<file path="config.mk">
export PLATFORM = sky130hd
export DESIGN_NAME = game_countdown_timer
export DESIGN_NICKNAME = d
export VERILOG_FILES = /design/src/rtl/game_countdown_timer.sv
export SDC_FILE = /design/constraint.sdc
export NUM_CORES = 1
export LEC_CHECK = 0
export ABC_AREA = 0
export CAP_MARGIN = 10
export CORE_UTILIZATION = 52
export DETAILED_ROUTE_END_ITERATION = 10
export GPL_TIMING_DRIVEN = 0
export PLACE_DENSITY = 0.79
export SLEW_MARGIN = 30
export SYNTH_ARGS = -nofsm -noshare
export SYNTH_HDL_FRONTEND = slang
export SYNTH_SLANG_ARGS = --single-unit
</file>
<file path="constraint.sdc">
create_clock -name clkIn -period 3.5 [get_ports clkIn]
set_clock_uncertainty 0.15 [all_clocks]
set_input_delay 0.7 -clock clkIn [delete_from_list [all_inputs] [get_ports clkIn]]
set_output_delay 0.7 -clock clkIn [all_outputs]
set_load 0.01 [all_outputs]
</file>
<file path="src/rtl/game_countdown_timer.sv">
//==============================================================================
// Module  : game_countdown_timer
// Brief   : Game countdown timer driven by a 1 Hz tick, with start, pause,
//           expiry, BCD digits and a low-time warning.
// Revision: 1.0
//==============================================================================
`default_nettype none

module game_countdown_timer #(
   parameter int GAME_TIMER     = 30,
   parameter int WARN_THRESHOLD = 5
) (
   input  logic       clkIn,
   input  logic       reset,
   input  logic       incrementClk,
   input  logic       startGame,
   input  logic       pause,
   output logic       timer_expired,
   output logic [5:0] time_left,
   output logic [3:0] time_tens,
   output logic [3:0] time_ones,
   output logic       warning,
   output logic       counting
);

   localparam logic [5:0] c_game_time  = 6'(GAME_TIMER);
   localparam logic [5:0] c_warn_level = 6'(WARN_THRESHOLD);

   typedef enum logic [1:0] {
      ST_IDLE     = 2'd0,
      ST_COUNTING = 2'd1,
      ST_PAUSED   = 2'd2,
      ST_EXPIRED  = 2'd3
   } state_t;

   state_t r_state;

   logic r_inc_sync1;
   logic r_inc_sync2;
   logic r_inc_sync3;
   logic r_start_d;
   logic w_tick;
   logic w_start_edge;

   // incrementClk is foreign to clkIn: two flops to settle it, a third to find its rising edge.
   // r_start_d resets high so a startGame held through reset release is not seen as an edge.
   always_ff @(posedge clkIn or negedge reset) begin
      if (!reset) begin
         r_inc_sync1 <= 1'b0;
         r_inc_sync2 <= 1'b0;
         r_inc_sync3 <= 1'b0;
         r_start_d   <= 1'b1;
      end else begin
         r_inc_sync1 <= incrementClk;
         r_inc_sync2 <= r_inc_sync1;
         r_inc_sync3 <= r_inc_sync2;
         r_start_d   <= startGame;
      end
   end

   assign w_tick       = r_inc_sync2 & ~r_inc_sync3;
   assign w_start_edge = startGame & ~r_start_d;

   always_ff @(posedge clkIn or negedge reset) begin
      if (!reset) begin
         r_state       <= ST_IDLE;
         time_left     <= c_game_time;
         timer_expired <= 1'b0;
         counting      <= 1'b0;
      end else begin
         case (r_state)
            ST_IDLE: begin
               time_left     <= c_game_time;
               timer_expired <= 1'b0;
               if (w_start_edge) begin
                  r_state  <= ST_COUNTING;
                  counting <= 1'b1;
               end else begin
                  counting <= 1'b0;
               end
            end
            ST_COUNTING: begin
               // Pause takes priority so a tick arriving with pause is dropped.
               if (pause) begin
                  r_state  <= ST_PAUSED;
                  counting <= 1'b0;
               end else if (w_tick) begin
                  if (time_left > 6'd1) begin
                     time_left <= time_left - 6'd1;
                  end else begin
                     time_left     <= 6'd0;
                     r_state       <= ST_EXPIRED;
                     timer_expired <= 1'b1;
                     counting      <= 1'b0;
                  end
               end
            end
            ST_PAUSED: begin
               if (!pause) begin
                  r_state  <= ST_COUNTING;
                  counting <= 1'b1;
               end
            end
            ST_EXPIRED: begin
               if (w_start_edge) begin
                  time_left     <= c_game_time;
                  r_state       <= ST_COUNTING;
                  timer_expired <= 1'b0;
                  counting      <= 1'b1;
               end else begin
                  time_left     <= 6'd0;
                  timer_expired <= 1'b1;
                  counting      <= 1'b0;
               end
            end
            default: begin
               r_state       <= ST_IDLE;
               time_left     <= c_game_time;
               timer_expired <= 1'b0;
               counting      <= 1'b0;
            end
         endcase
      end
   end

   assign time_tens = 4'(time_left / 6'd10);
   assign time_ones = 4'(time_left % 6'd10);

   assign warning = ((r_state == ST_COUNTING) || (r_state == ST_PAUSED)) &&
                    (time_left != 6'd0) && (time_left <= c_warn_level);

endmodule

`default_nettype wire
</file>
* After elaboration in Yosys (flattened, before gate mapping) *
Index checks and enable logic that the tools add are counted.
W data, S select, Z words.

storage, ports and cells
  register bits = 14
  input bits = 5
  output and inout bits = 17
  word-level logic and storage cells = 60

operators by class
  $add $sub $neg = 1
  div/mod/pow operators = 2
  $lt $le $gt $ge = 2
  eq/ne operators = 10
  muxes and demuxes = 22
  bitwise operators = 4
  reduce and logical (&&, ||, !) cells = 11

operator list
  cell                   number
  $mux W6                3
  $pmux W6 S3            1
  $mux W2                5
  $mux W1                9
  $ne A2 B2 Y1 const B   4
  $reduce_and A4 Y1      2
  $div A6 B4 Y6 const B  1
  $gt A6 B1 Y1 const B   1
  $le A6 B3 Y1 const B   1
  $mod A6 B4 Y6 const B  1
  $ne A3 B3 Y1 const B   2
  $pmux W1 S3            2
  $pmux W2 S3            1
  $reduce_and A3 Y1      2
  $reduce_bool A6 Y1     1
  $sub A6 B1 Y6 const B  1
  $mux W5                1
  $eq A2 B2 Y1 const B   2
  $reduce_bool A3 Y1     1
  $and A1 B1 Y1          2
  $eq A2 B1 Y1 const B   1
  $logic_and A1 B1 Y1    2
  $logic_not A2 Y1       1
  $ne A2 B1 Y1 const B   1
  other kinds (3)        4

* Longest topological paths before layout *
Gate-level depths: netlist (run 1).

  depth after elaboration = 5
  gate-level depth with buffers = 10
  gate-level depth less buffers = 8

* Worst setup path after synthesis (run 1) *
Ideal clock, no wire load.

  kind = register -> output
  from = register time_left[3]
  to = output time_ones[3]
  arrival time = 2.077 ns
  data required time = 2.650 ns
  path slack = 0.573 ns
  cell stages (with the launch flop) = 10
  buffers on the path = 2
  path through = dfstp_2 -> buf_2 -> buf_1 -> o21ai_0 -> o311a_1 -> ha_1 -> nor2b_1 -> a22o_1 -> a22oi_1 -> o211ai_1

between the ends
  longest elaborated chain between the ends = 1

RTL lines
  item                      line  text
  start: declaration        19    output logic [5:0] time_left,
  start signal: assignment  67    time_left <= c_game_time;
  start signal: assignment  73    time_left <= c_game_time;
  start signal: assignment  89    time_left <= time_left - 6'd1;
  $mod A6 B4 Y6             127   assign time_ones = 4'(time_left % 6'd10);
  end: declaration          21    output logic [3:0] time_ones,

Every way passes these cells.

* Worst setup path in the final report (run 1) *
  from = register time_left[3]
  to = output time_ones[2]

The elaborated chain is that of the path after synthesis.

==> flow_summary_export.csv, run 1 <==
group,metric,value,unit
detailed_routing,first_pass_iters,4,
placement,place.gp.congestion,0.890,
synthesis,dominantRegCellSynth,"sky130_fd_sc_hd__dfrtp_1",
synthesis,synthAdderAreaFrac,8.97,%
clock_tree,clk_slew_on_worst_s_h_paths,0.07,ns
clock_tree,cell_chosen_for_the_clock_root,"sky130_fd_sc_hd__clkbuf_4",
synthesis,synth-compound-area-share,29.4,%
setup_path,worstPathRequired,2.65,ns
final_layout,mostFrequentLayoutCell,"sky130_fd_sc_hd__clkdlybuf4s50_1",
clock_tree,tritoncts.num_buffers,3,
clock_tree,worstSkewPairLatency,0.27,ns
setup_path,worst_reg2reg_endpoint,"time_left[3]$_DFFE_PN1P_",
setup_path,ff2ff_path_depth,7,
detailed_routing,vias,1229,
job,cap_violations,0,
die,die_area,2560,µm²
global_route,antenna_violations_before_repair,0,
timing,fmax,297,MHz
synthesis,gate_count_after_technology_mapping,153,
setup_path,r2r-start,"time_left[1]$_DFFE_PN1P_",
setup_path,critPathCaptureType,"primary output",
timing,final.setup.tns,0,ns
power_and_ir_drop,fin_total_pwr,1590,µW
synthesis,post_synth_mux_area_share,0.815,%
final_layout,antenna_cells_inserted,0,
min_path,hold_start,"r_inc_sync1$_DFF_PN0_",
synthesis,synth_edf_count,0,
final_layout,fin_area,1540,µm²
final_layout,syn_to_final_growth,25.7,%
synthesis,synth-warning-count,0,
global_route,grt_pass1_wl,5.00,mm
timing,layout_min_cycle_time,3.37,ns
synthesis,synthesis.area_per_instance,8.02,µm²
setup_path,critPathMaxFanout,10,
detailed_routing,routed.top_layer,"met4",
detailed_routing,route.met3.wl,101,µm
detailed_routing,wl_met2,1.50,mm
final_layout,final_cell_mix,"18 x sky130_fd_sc_hd__clkdlybuf4s50_1, 13 x sky130_fd_sc_hd__nand2_1, 13 x sky130_fd_sc_hd__a21oi_1, 11 x sky130_fd_sc_hd__o21ai_0, 9 x sky130_fd_sc_hd__nor2_1",
detailed_routing,first_iter_violations,55,
min_path,hold_class,"flop to flop",
global_route,grt_max_degree,15,
final_layout,layout.nets,192,
setup_path,type_of_the_setup_path_with_the_least_slack,"flop to primary output",
final_layout,layout-drive-gt1-share,17.4,%
clock_tree,cts_buffer_depth,2,
die,core_area,2210,µm²
clock_tree,clock_sinks,14,
timing,max_slew_margin,60.4,%
setup_path,worstPathArrival,2.52,ns
synthesis,synthSimpleGateAreaFrac,23.4,%
setup_path,critical_path.endpoint,"time_ones[2]",
global_route,via_count_of_the_first_global_routing_pass,1145,
timing,finalHoldViolations,0,
synthesis,ys_ff_latch,14,
setup_path,worst_setup_path_start_kind,"flop",
outcome,run_status,"finished, final reports clean",
detailed_routing,wl,2.90,mm
placement,detailedPlacementHpwl,2.22,mm
placement,placement.cell_area,1460,µm²
synthesis,synth_area,1230,µm²
detailed_routing,drt.antenna.violating_nets,0,
die,initial_core_util,55.5,%
global_route,globalRouteOverflowTotal,0,
die,rows,17,
clock_tree,h_tree_levels,1,
setup_path,rrSetupSlack,1.34,ns
detailed_routing,wl_met1,1.24,mm
detailed_routing,wire_per_inst,14.1,µm
power_and_ir_drop,power.density_cell_area,1030,nW/µm²
timing,period_share,96.2,%
placement,io_buffers,20,
power_and_ir_drop,leakage,0.000646,µW
clock_tree,cts_tree,"yes",
synthesis,synth_nets,166,
synthesis,synth_xor_area_share,0,%
die,chipWidth,50.6,µm
timing,final-max-slew-violation-count,0,
setup_path,crit_path_launch,"time_left[3]$_DFFE_PN1P_",
detailed_routing,avgViaCountPerCell,5.97,
placement,placement.setup.worst_slack,-0.140,ns
die,floorplan.die.height,50.6,µm
global_route,grt.total_usage,25.3,%
final_layout,final_core_util,69.7,%
timing,report.final.setup_viol,0,
synthesis,proportion_of_synthesized_flip_flops_having_asynchronous_set_or_reset,100,%
synthesis,netlist-cell-type-count,49,
synthesis,synth-seq-area-share,29.1,%
detailed_routing,route.detailed.drc,0,
synthesis,synth_top_family_by_area,"compound AO/OA/AOI/OAI gates",
timing,tightestPinTransition,0.592,ns
power_and_ir_drop,vdd_drop_max,580,µV
die,io_pins,22,
timing,post-route-worst-setup-slack,0.134,ns
==> worst min path at each step <==
| stage | cells after the start | slack (ns) | endpoint |
|---|---|---|---|
| 2_1_floorplan | 0 | 0.18 | r_inc_sync2$_DFF_PN0_ |
| 3_3_place_gp | 0 | 0.18 | r_inc_sync2$_DFF_PN0_ |
| 3_5_place_dp | 0 | 0.19 | r_inc_sync2$_DFF_PN0_ |
| 4_1_cts | 0 | 0.21 | r_inc_sync2$_DFF_PN0_ |
| 5_1_grt | 0 | 0.21 | r_inc_sync2$_DFF_PN0_ |
| 6_report | 0 | 0.20 | r_inc_sync2$_DFF_PN0_ |
==> state kept, by name (all words and copies together) (netlist names) <==
register       cells
counting           1
r_inc_sync1        1
r_inc_sync2        1
r_inc_sync3        1
r_start_d          1
r_state            2
time_left          6
timer_expired      1
==> where the power goes <==
| part | switching (µW) | internal [µW] |
|---|---|---|
| sequential | 45.1 | 238 |
| clock | 47.0 | 63.2 |
| combinational | 635 | 558 |
==> per-stage QoR <==
step	hold slack, ns	cells
after detailed placement	0.189	201
final	0.203	206
after global placement	0.184	201
after floorplan	0.181	153
after CTS	0.207	205
after global routing	0.211	206
==> logic make-up (layout without fill, tap and decap cells) <==
kind of cell    Yosys count  after routing
other cells               1              1
flops                    14             14
buf+inv                  20             45
fa+ha+maj                 9              9
compound gates           54             54
simple gates             54             54
mux                       1              1
==> layout make-up <==
| cell class | instances | area (µm²) |
|---|---|---|
| multi-input combinational | 119 | 801 |
| fill | 188 | 669 |
| sequential | 14 | 358 |
| timing repair buffer | 21 | 205 |
| buffer | 12 | 77.6 |
| clock buffer | 4 | 36.3 |
| tap | 28 | 35.0 |
| inverter | 8 | 30.0 |
==> synth_stat cells, types with 2 or more instances <==
master	number	share of area, %
sky130_fd_sc_hd__a21boi_0	2	1.2
sky130_fd_sc_hd__a21o_1	3	1.8
sky130_fd_sc_hd__a21oi_1	13	5.3
sky130_fd_sc_hd__a31oi_1	4	2.0
sky130_fd_sc_hd__and3b_1	2	1.4
sky130_fd_sc_hd__buf_2	7	2.9
sky130_fd_sc_hd__buf_4	2	1.2
sky130_fd_sc_hd__dfrtp_1	9	18
sky130_fd_sc_hd__dfstp_2	5	11
sky130_fd_sc_hd__ha_1	8	8.2
sky130_fd_sc_hd__inv_1	8	2.4
sky130_fd_sc_hd__nand2_1	13	4.0
sky130_fd_sc_hd__nand2b_1	7	3.6
sky130_fd_sc_hd__nor2_1	10	3.1
sky130_fd_sc_hd__nor2b_1	7	3.6
sky130_fd_sc_hd__nor3_1	5	2.0
sky130_fd_sc_hd__o211ai_1	3	1.8
sky130_fd_sc_hd__o21ai_0	11	4.5
sky130_fd_sc_hd__o221ai_1	2	1.4
sky130_fd_sc_hd__o22ai_1	2	1.0
sky130_fd_sc_hd__or3_1	2	1.0
==> critical path, cell delays in order, from the launching register on <==
cell and delay [ns]:
sky130_fd_sc_hd__dfstp_2 0.54, sky130_fd_sc_hd__buf_2 0.19, sky130_fd_sc_hd__nand2b_1 0.27, sky130_fd_sc_hd__a21oi_1 0.10
sky130_fd_sc_hd__a2111oi_0 0.45, sky130_fd_sc_hd__o221ai_1 0.19, sky130_fd_sc_hd__clkdlybuf4s50_1 0.50
==> routing by layer <==
| metal | vias to the layer above | GRT usage [%] |
|---|---|---|
| li1 | 602 | - |
| met1 | 585 | 29.6 |
| met2 | 36 | 46.4 |
| met3 | 6 | 2.12 |
| met4 | 0 | 10.6 |
| met5 | - | 0 |
==> what timing repair did <==
item,CTS,global route
resized for setup,8,9
setup endpoints to repair,2,3
buffers inserted,0,1
hold buffers,0,0
Note: power is estimated with default switching activity, not from simulation.
==> inputs of run 2 (changes only) <==
Settings changed: CORE_MARGIN set to 2, SETUP_SLACK_MARGIN set to 0.1.
==> flow_summary_export.csv, run 2 (synthesis results as in run 1) <==
group,metric,value,unit
outcome,run_status,"finished, final reports clean",
detailed_routing,drt.antenna.violating_nets,0,
timing,final-max-slew-violation-count,0,
die,chipWidth,52.6,µm
die,floorplan.die.height,52.6,µm
global_route,grt.total_usage,24.8,%
setup_path,worst_setup_path_start_kind,"flop",
clock_tree,cts_buffer_depth,2,
global_route,grt_pass1_wl,5.11,mm
die,die_area,2770,µm²
setup_path,rrSetupSlack,1.33,ns
global_route,grt_max_degree,15,
power_and_ir_drop,power.density_cell_area,1050,nW/µm²
setup_path,slowest_stage,"sky130_fd_sc_hd__clkdlybuf4s50_1",
setup_path,worst_reg2reg_endpoint,"time_left[3]$_DFFE_PN1P_",
timing,finalHoldViolations,0,
setup_path,r2r-start,"time_left[1]$_DFFE_PN1P_",
final_layout,final_cell_mix,"18 x sky130_fd_sc_hd__clkdlybuf4s50_1, 13 x sky130_fd_sc_hd__nand2_1, 13 x sky130_fd_sc_hd__a21oi_1, 11 x sky130_fd_sc_hd__o21ai_0, 9 x sky130_fd_sc_hd__nor2_1",
setup_path,critPathMaxFanout,10,
detailed_routing,wl,3.05,mm
die,rows,17,
detailed_routing,first_iter_violations,37,
final_layout,layout.nets,192,
detailed_routing,vias,1259,
timing,post-route-worst-setup-slack,0.163,ns
power_and_ir_drop,leakage,0.000649,µW
power_and_ir_drop,vdd_drop_max,690,µV
clock_tree,h_tree_levels,1,
min_path,hold_class,"flop to flop",
min_path,hold_start,"r_inc_sync1$_DFF_PN0_",
global_route,globalRouteOverflowTotal,0,
setup_path,critical_path.endpoint,"time_ones[2]",
global_route,via_count_of_the_first_global_routing_pass,1152,
detailed_routing,avgViaCountPerCell,6.11,
job,cap_violations,0,
timing,period_share,95.3,%
clock_tree,tritoncts.num_buffers,3,
timing,report.final.setup_viol,0,
setup_path,worst_path_largest_cell_delay,0.57,ns
final_layout,registers.top_by_ff_count,"time_left",
clock_tree,clock_sinks,14,
clock_tree,hold_buffers,0,
timing,max_slew_margin,58.4,%
clock_tree,clk_slew_on_worst_s_h_paths,0.07,ns
detailed_routing,first_pass_iters,4,
timing,fmax,300,MHz
timing,final.setup.tns,0,ns
die,core_area,2210,µm²
final_layout,largest_register_ffs,6,
clock_tree,worstSkewPairLatency,0.28,ns
final_layout,top_regs,"time_left: 6 flops, r_state: 2 flops",
global_route,antenna_violations_before_repair,0,
timing,rsz_0062_raised_after_global_routing,"true",
timing,layout_min_cycle_time,3.34,ns
power_and_ir_drop,fin_total_pwr,1630,µW
die,io_pins,22,
setup_path,crit_path_launch,"time_left[4]$_DFFE_PN1P_",
setup_path,worstPathArrival,2.49,ns
setup_path,ff2ff_path_depth,7,
final_layout,syn_to_final_growth,27.3,%
detailed_routing,wire_per_inst,14.8,µm
final_layout,mostFrequentLayoutCell,"sky130_fd_sc_hd__clkdlybuf4s50_1",
placement,io_buffers,20,
setup_path,crit_chain,"buf_4 -> nor3b_4 -> o21ai_0 -> o311a_1 -> ha_1 -> o221ai_1 -> clkdlybuf4s50_1",
setup_path,worstPathRequired,2.65,ns
final_layout,layout-drive-gt1-share,18.5,%
placement,placement.setup.worst_slack,-0.0763,ns
setup_path,critPathCaptureType,"primary output",
setup_path,type_of_the_setup_path_with_the_least_slack,"flop to primary output",
placement,detailedPlacementHpwl,2.24,mm
detailed_routing,route.detailed.drc,0,
timing,tightestPinTransition,0.623,ns
placement,place.gp.congestion,0.816,
final_layout,antenna_cells_inserted,0,
clock_tree,cell_chosen_for_the_clock_root,"sky130_fd_sc_hd__clkbuf_4",
clock_tree,cts_tree,"yes",
die,initial_core_util,55.5,%
run 2: cell types whose count changed in the layout (fill, tap and decap cells not counted), sizes merged:
| cell | previous run | this run |
|---|---|---|
| dlygate4sd2 | 0 | 1 |
| clkbuf | 8 | 7 |
| dlymetal6s2s | 1 | 0 |
| buf | 10 | 11 |
run 2: critical path, delay by kind of cell, from the launching register on:
family / cells / cell delay, ns
buf+inv: 2 / 0.75
flops: 1 / 0.56
compound gates: 3 / 0.42
fa+ha+maj: 1 / 0.28
simple gates: 1 / 0.20
run 2: final cells by class:
type / instances / area [µm²]
repair buffers: 21 / 201
clock buffers: 4 / 36.3
fillers: 182 / 649
well taps: 28 / 35.0
inverters: 8 / 30.0
flip-flops and latches: 14 / 358
plain buffers: 12 / 82.6
multi-input cells: 119 / 820
run 2: what timing repair did:
item | 4_1_cts | 5_1_grt
endpoints found under the setup margin | 3 | 2
pin swaps | 0 | 0
setup buffers | 0 | 1
gates resized for setup | 14 | 11
run 2: worst min path at each step:
stage,endpoint,depth (start not counted)
4_1_cts,r_inc_sync2$_DFF_PN0_,0
3_5_place_dp,r_inc_sync2$_DFF_PN0_,0
6_report,r_inc_sync2$_DFF_PN0_,0
5_1_grt,r_inc_sync2$_DFF_PN0_,0
3_3_place_gp,r_inc_sync2$_DFF_PN0_,0
2_1_floorplan,r_inc_sync2$_DFF_PN0_,0
run 2: routing by layer:
| layer | GRT usage (%) | share of wire [%] | vias up | wire length, µm |
|---|---|---|---|---|
| li1 | - | - | 609 | - |
| met1 | 29.4 | 40 | 586 | 1210 |
| met2 | 44.8 | 52 | 51 | 1590 |
| met3 | 1.14 | 5.2 | 13 | 158 |
| met4 | 12.4 | 2.9 | 0 | 88 |
| met5 | 0 | 0 | - | 0 |
run 2: where the power goes:
part / switching [µW] / internal, µW
Combinational: 658 / 575
Clock: 51.3 / 63.3
Sequential: 47.8 / 238
Total: 757 / 877
run 2: per-stage QoR:
stage          util (%)  instance area, µm²  instances  hold slack [ns]
2_1_floorplan         -                1230        153            0.181
3_3_place_gp       66.1                1460        201            0.184
3_5_place_dp       66.1                1460        201            0.189
4_1_cts            69.3                1530        205            0.208
5_1_grt            70.6                1560        206            0.224
6_report           70.6                1560        206            0.204
==> inputs of run 3 (changes only) <==
Settings changed: CAP_MARGIN 10 to unset, REMOVE_ABC_BUFFERS set to 1.
==> flow_summary_export.csv, run 3 (synthesis results as in run 1) <==
group,metric,value,unit
outcome,run_status,"finished, final reports clean",
timing,final_hold_slack,0.206,ns
die,rows,17,
final_layout,final-instance-count-excl-fill,201,
detailed_routing,avgViaCountPerCell,6.02,
setup_path,worstPathArrival,2.37,ns
timing,tightestPinTransition,0.584,ns
final_layout,layout-drive-gt1-share,15.6,%
final_layout,registers.top_by_ff_count,"time_left",
final_layout,fin_area,1530,µm²
min_path,whs_endpoint,"r_inc_sync2$_DFF_PN0_",
die,chipWidth,52.6,µm
clock_tree,cell_chosen_for_the_clock_root,"sky130_fd_sc_hd__clkbuf_4",
global_route,antenna_violations_before_repair,0,
power_and_ir_drop,power.density_cell_area,1040,nW/µm²
min_path,hold_start,"r_inc_sync1$_DFF_PN0_",
setup_path,r2r-start,"time_left[5]$_DFFE_PN0P_",
final_layout,mostFrequentLayoutCell,"sky130_fd_sc_hd__clkdlybuf4s50_1",
clock_tree,cts_tree,"yes",
min_path,timing.hold.worst_path_depth,0,
setup_path,worstPathRequired,2.65,ns
setup_path,worst_setup_path_start_kind,"flop",
timing,period_share,92.0,%
timing,finalHoldViolations,0,
detailed_routing,routed.top_layer,"met4",
setup_path,rrSetupSlack,1.32,ns
clock_tree,cts_buffer_depth,2,
detailed_routing,route.met3.wl,109,µm
global_route,globalRouteOverflowTotal,0,
final_layout,layout.nets,187,
timing,rsz_0062_raised_after_global_routing,"false",
clock_tree,clk_slew_on_worst_s_h_paths,0.07,ns
final_layout,fill_cells,199,
clock_tree,tritoncts.num_buffers,3,
timing,report.final.setup_viol,0,
power_and_ir_drop,vdd_drop_max,579,µV
timing,post-route-worst-setup-slack,0.279,ns
detailed_routing,vias,1210,
setup_path,type_of_the_setup_path_with_the_least_slack,"flop to primary output",
final_layout,seqCellArea,370,µm²
global_route,grt_max_degree,22,
min_path,hold_class,"flop to flop",
detailed_routing,wire_per_inst,15.2,µm
clock_tree,hold_buffers,0,
placement,io_buffers,20,
die,initial_core_util,55.5,%
setup_path,slowest_stage,"sky130_fd_sc_hd__dfstp_4",
die,die_area,2770,µm²
timing,max_slew_margin,61.0,%
timing,fmax,310,MHz
clock_tree,clock_sinks,14,
clock_tree,worstSkewPairLatency,0.27,ns
setup_path,crit_chain,"nand2b_4 -> o311a_1 -> ha_2 -> nor2b_2 -> a22o_1 -> a22oi_1 -> o211ai_1 -> dlygate4sd2_1",
global_route,via_count_of_the_first_global_routing_pass,1109,
detailed_routing,wl_met2,1.62,mm
timing,layout_min_cycle_time,3.22,ns
placement,detailedPlacementHpwl,2.08,mm
global_route,grt_pass1_wl,5.23,mm
setup_path,combined_buffer_and_inverter_count_along_the_critical_path,1,
clock_tree,h_tree_levels,1,
setup_path,worst_path_largest_cell_delay,0.75,ns
die,floorplan.die.height,52.6,µm
detailed_routing,first_iter_violations,37,
final_layout,largest_register_ffs,6,
global_route,grt.total_usage,25.4,%
setup_path,ff2ff_path_depth,5,
final_layout,antenna_cells_inserted,0,
die,io_pins,22,
final_layout,syn_to_final_growth,24.4,%
final_layout,final_cell_mix,"17 x sky130_fd_sc_hd__clkdlybuf4s50_1, 13 x sky130_fd_sc_hd__nand2_1, 13 x sky130_fd_sc_hd__a21oi_1, 10 x sky130_fd_sc_hd__o21ai_0, 9 x sky130_fd_sc_hd__nor2_1",
die,core_area,2210,µm²
timing,final-max-slew-violation-count,0,
detailed_routing,wl_met1,1.30,mm
detailed_routing,wl,3.05,mm
placement,place.gp.congestion,0.825,
detailed_routing,route.detailed.drc,0,
placement,placement.setup.worst_slack,-0.0434,ns
power_and_ir_drop,leakage,0.000627,µW
final_layout,multi_input_comb_area,810,µm²
setup_path,critical-path-top-delay-family,"flip-flops",
final_layout,top_regs,"time_left: 6 flops, r_state: 2 flops",
job,cap_violations,0,
placement,placement.cell_area,1390,µm²
detailed_routing,drt.antenna.violating_nets,0,
setup_path,worst_reg2reg_endpoint,"counting$_DFFE_PN0P_",
detailed_routing,first_pass_iters,4,
placement,placed_cells,189,
setup_path,critPathCaptureType,"primary output",
setup_path,critPathMaxFanout,21,
==> run 3: cell types whose count changed in the layout (fill, tap and decap cells not counted), sizes merged <==
cell	change
buf	-3
clkbuf	-3
clkdlybuf4s50	-1
dlygate4sd2	+1
dlymetal6s2s	+1
==> run 3: layout make-up <==
class	count	area share [%]
repair buffers	28	16.7
multi-input cells	119	53.0
clock buffers	4	1.72
flip-flops and latches	14	24.3
inverters	8	1.97
well taps	28	2.30
==> run 3: what timing repair did <==
action                     CTS  global route
buffers inserted             6             2
setup endpoints to repair    3             2
hold endpoints to repair     0             0
gates cloned                 0             0
pin swaps                    0             0
resized for setup           10            10
==> run 3: metal layers <==
layer  vias to the layer above  track usage [%]
met5                         -                0
met4                         0             8.12
met3                         4             3.14
met2                        32             44.4
met1                       576             32.1
li1                        598                -
==> run 3: through the flow <==
| step | util, % | power (µW) | TNS, ns |
|---|---|---|---|
| final | 69.0 | 1580 | 0 |
| after global routing | 69.0 | 1730 | 0 |
| after detailed placement | 63.0 | 1370 | -0.0434 |
| after floorplan | - | 986 | 0 |
| after CTS | 67.1 | 1520 | 0 |
| after global placement | 63.0 | 1330 | 0 |
==> run 3: report_power, final <==
part | switching, µW | leakage (µW) | internal, µW | total, µW
clock network | 46.1 | 0.0000150 | 44.1 | 90.3
logic | 595 | 0.000450 | 549 | 1140
registers | 94.4 | 0.000162 | 252 | 346
total | 736 | 0.000627 | 845 | 1580
==> run 3: worst max path at each step <==
| stage | startpoint | end | slack (ns) | depth (start not counted) |
|---|---|---|---|---|
| finish | time_left[3]$_DFFE_PN1P_ | time_ones[3] | 0.28 | 8 |
| global route | time_left[4]$_DFFE_PN1P_ | time_ones[3] | 0.13 | 8 |
| CTS | time_left[0]$_DFFE_PN0P_ | time_ones[2] | 0.05 | 7 |
| detailed placement | time_left[5]$_DFFE_PN0P_ | time_ones[3] | -0.04 | 8 |
| global placement | time_left[5]$_DFFE_PN0P_ | time_ones[3] | 0.02 | 8 |
| floorplan | time_left[4]$_DFFE_PN1P_ | time_ones[3] | 0.63 | 8 |
==> run 3: worst register-to-register path, cell delays in order (launching register included) <==
cell,delay [ns]
sky130_fd_sc_hd__dfrtp_2,0.51
sky130_fd_sc_hd__buf_2,0.23
sky130_fd_sc_hd__or2_2,0.36
sky130_fd_sc_hd__o41ai_1,0.49
sky130_fd_sc_hd__o21ai_0,0.14
sky130_fd_sc_hd__a21o_1,0.19
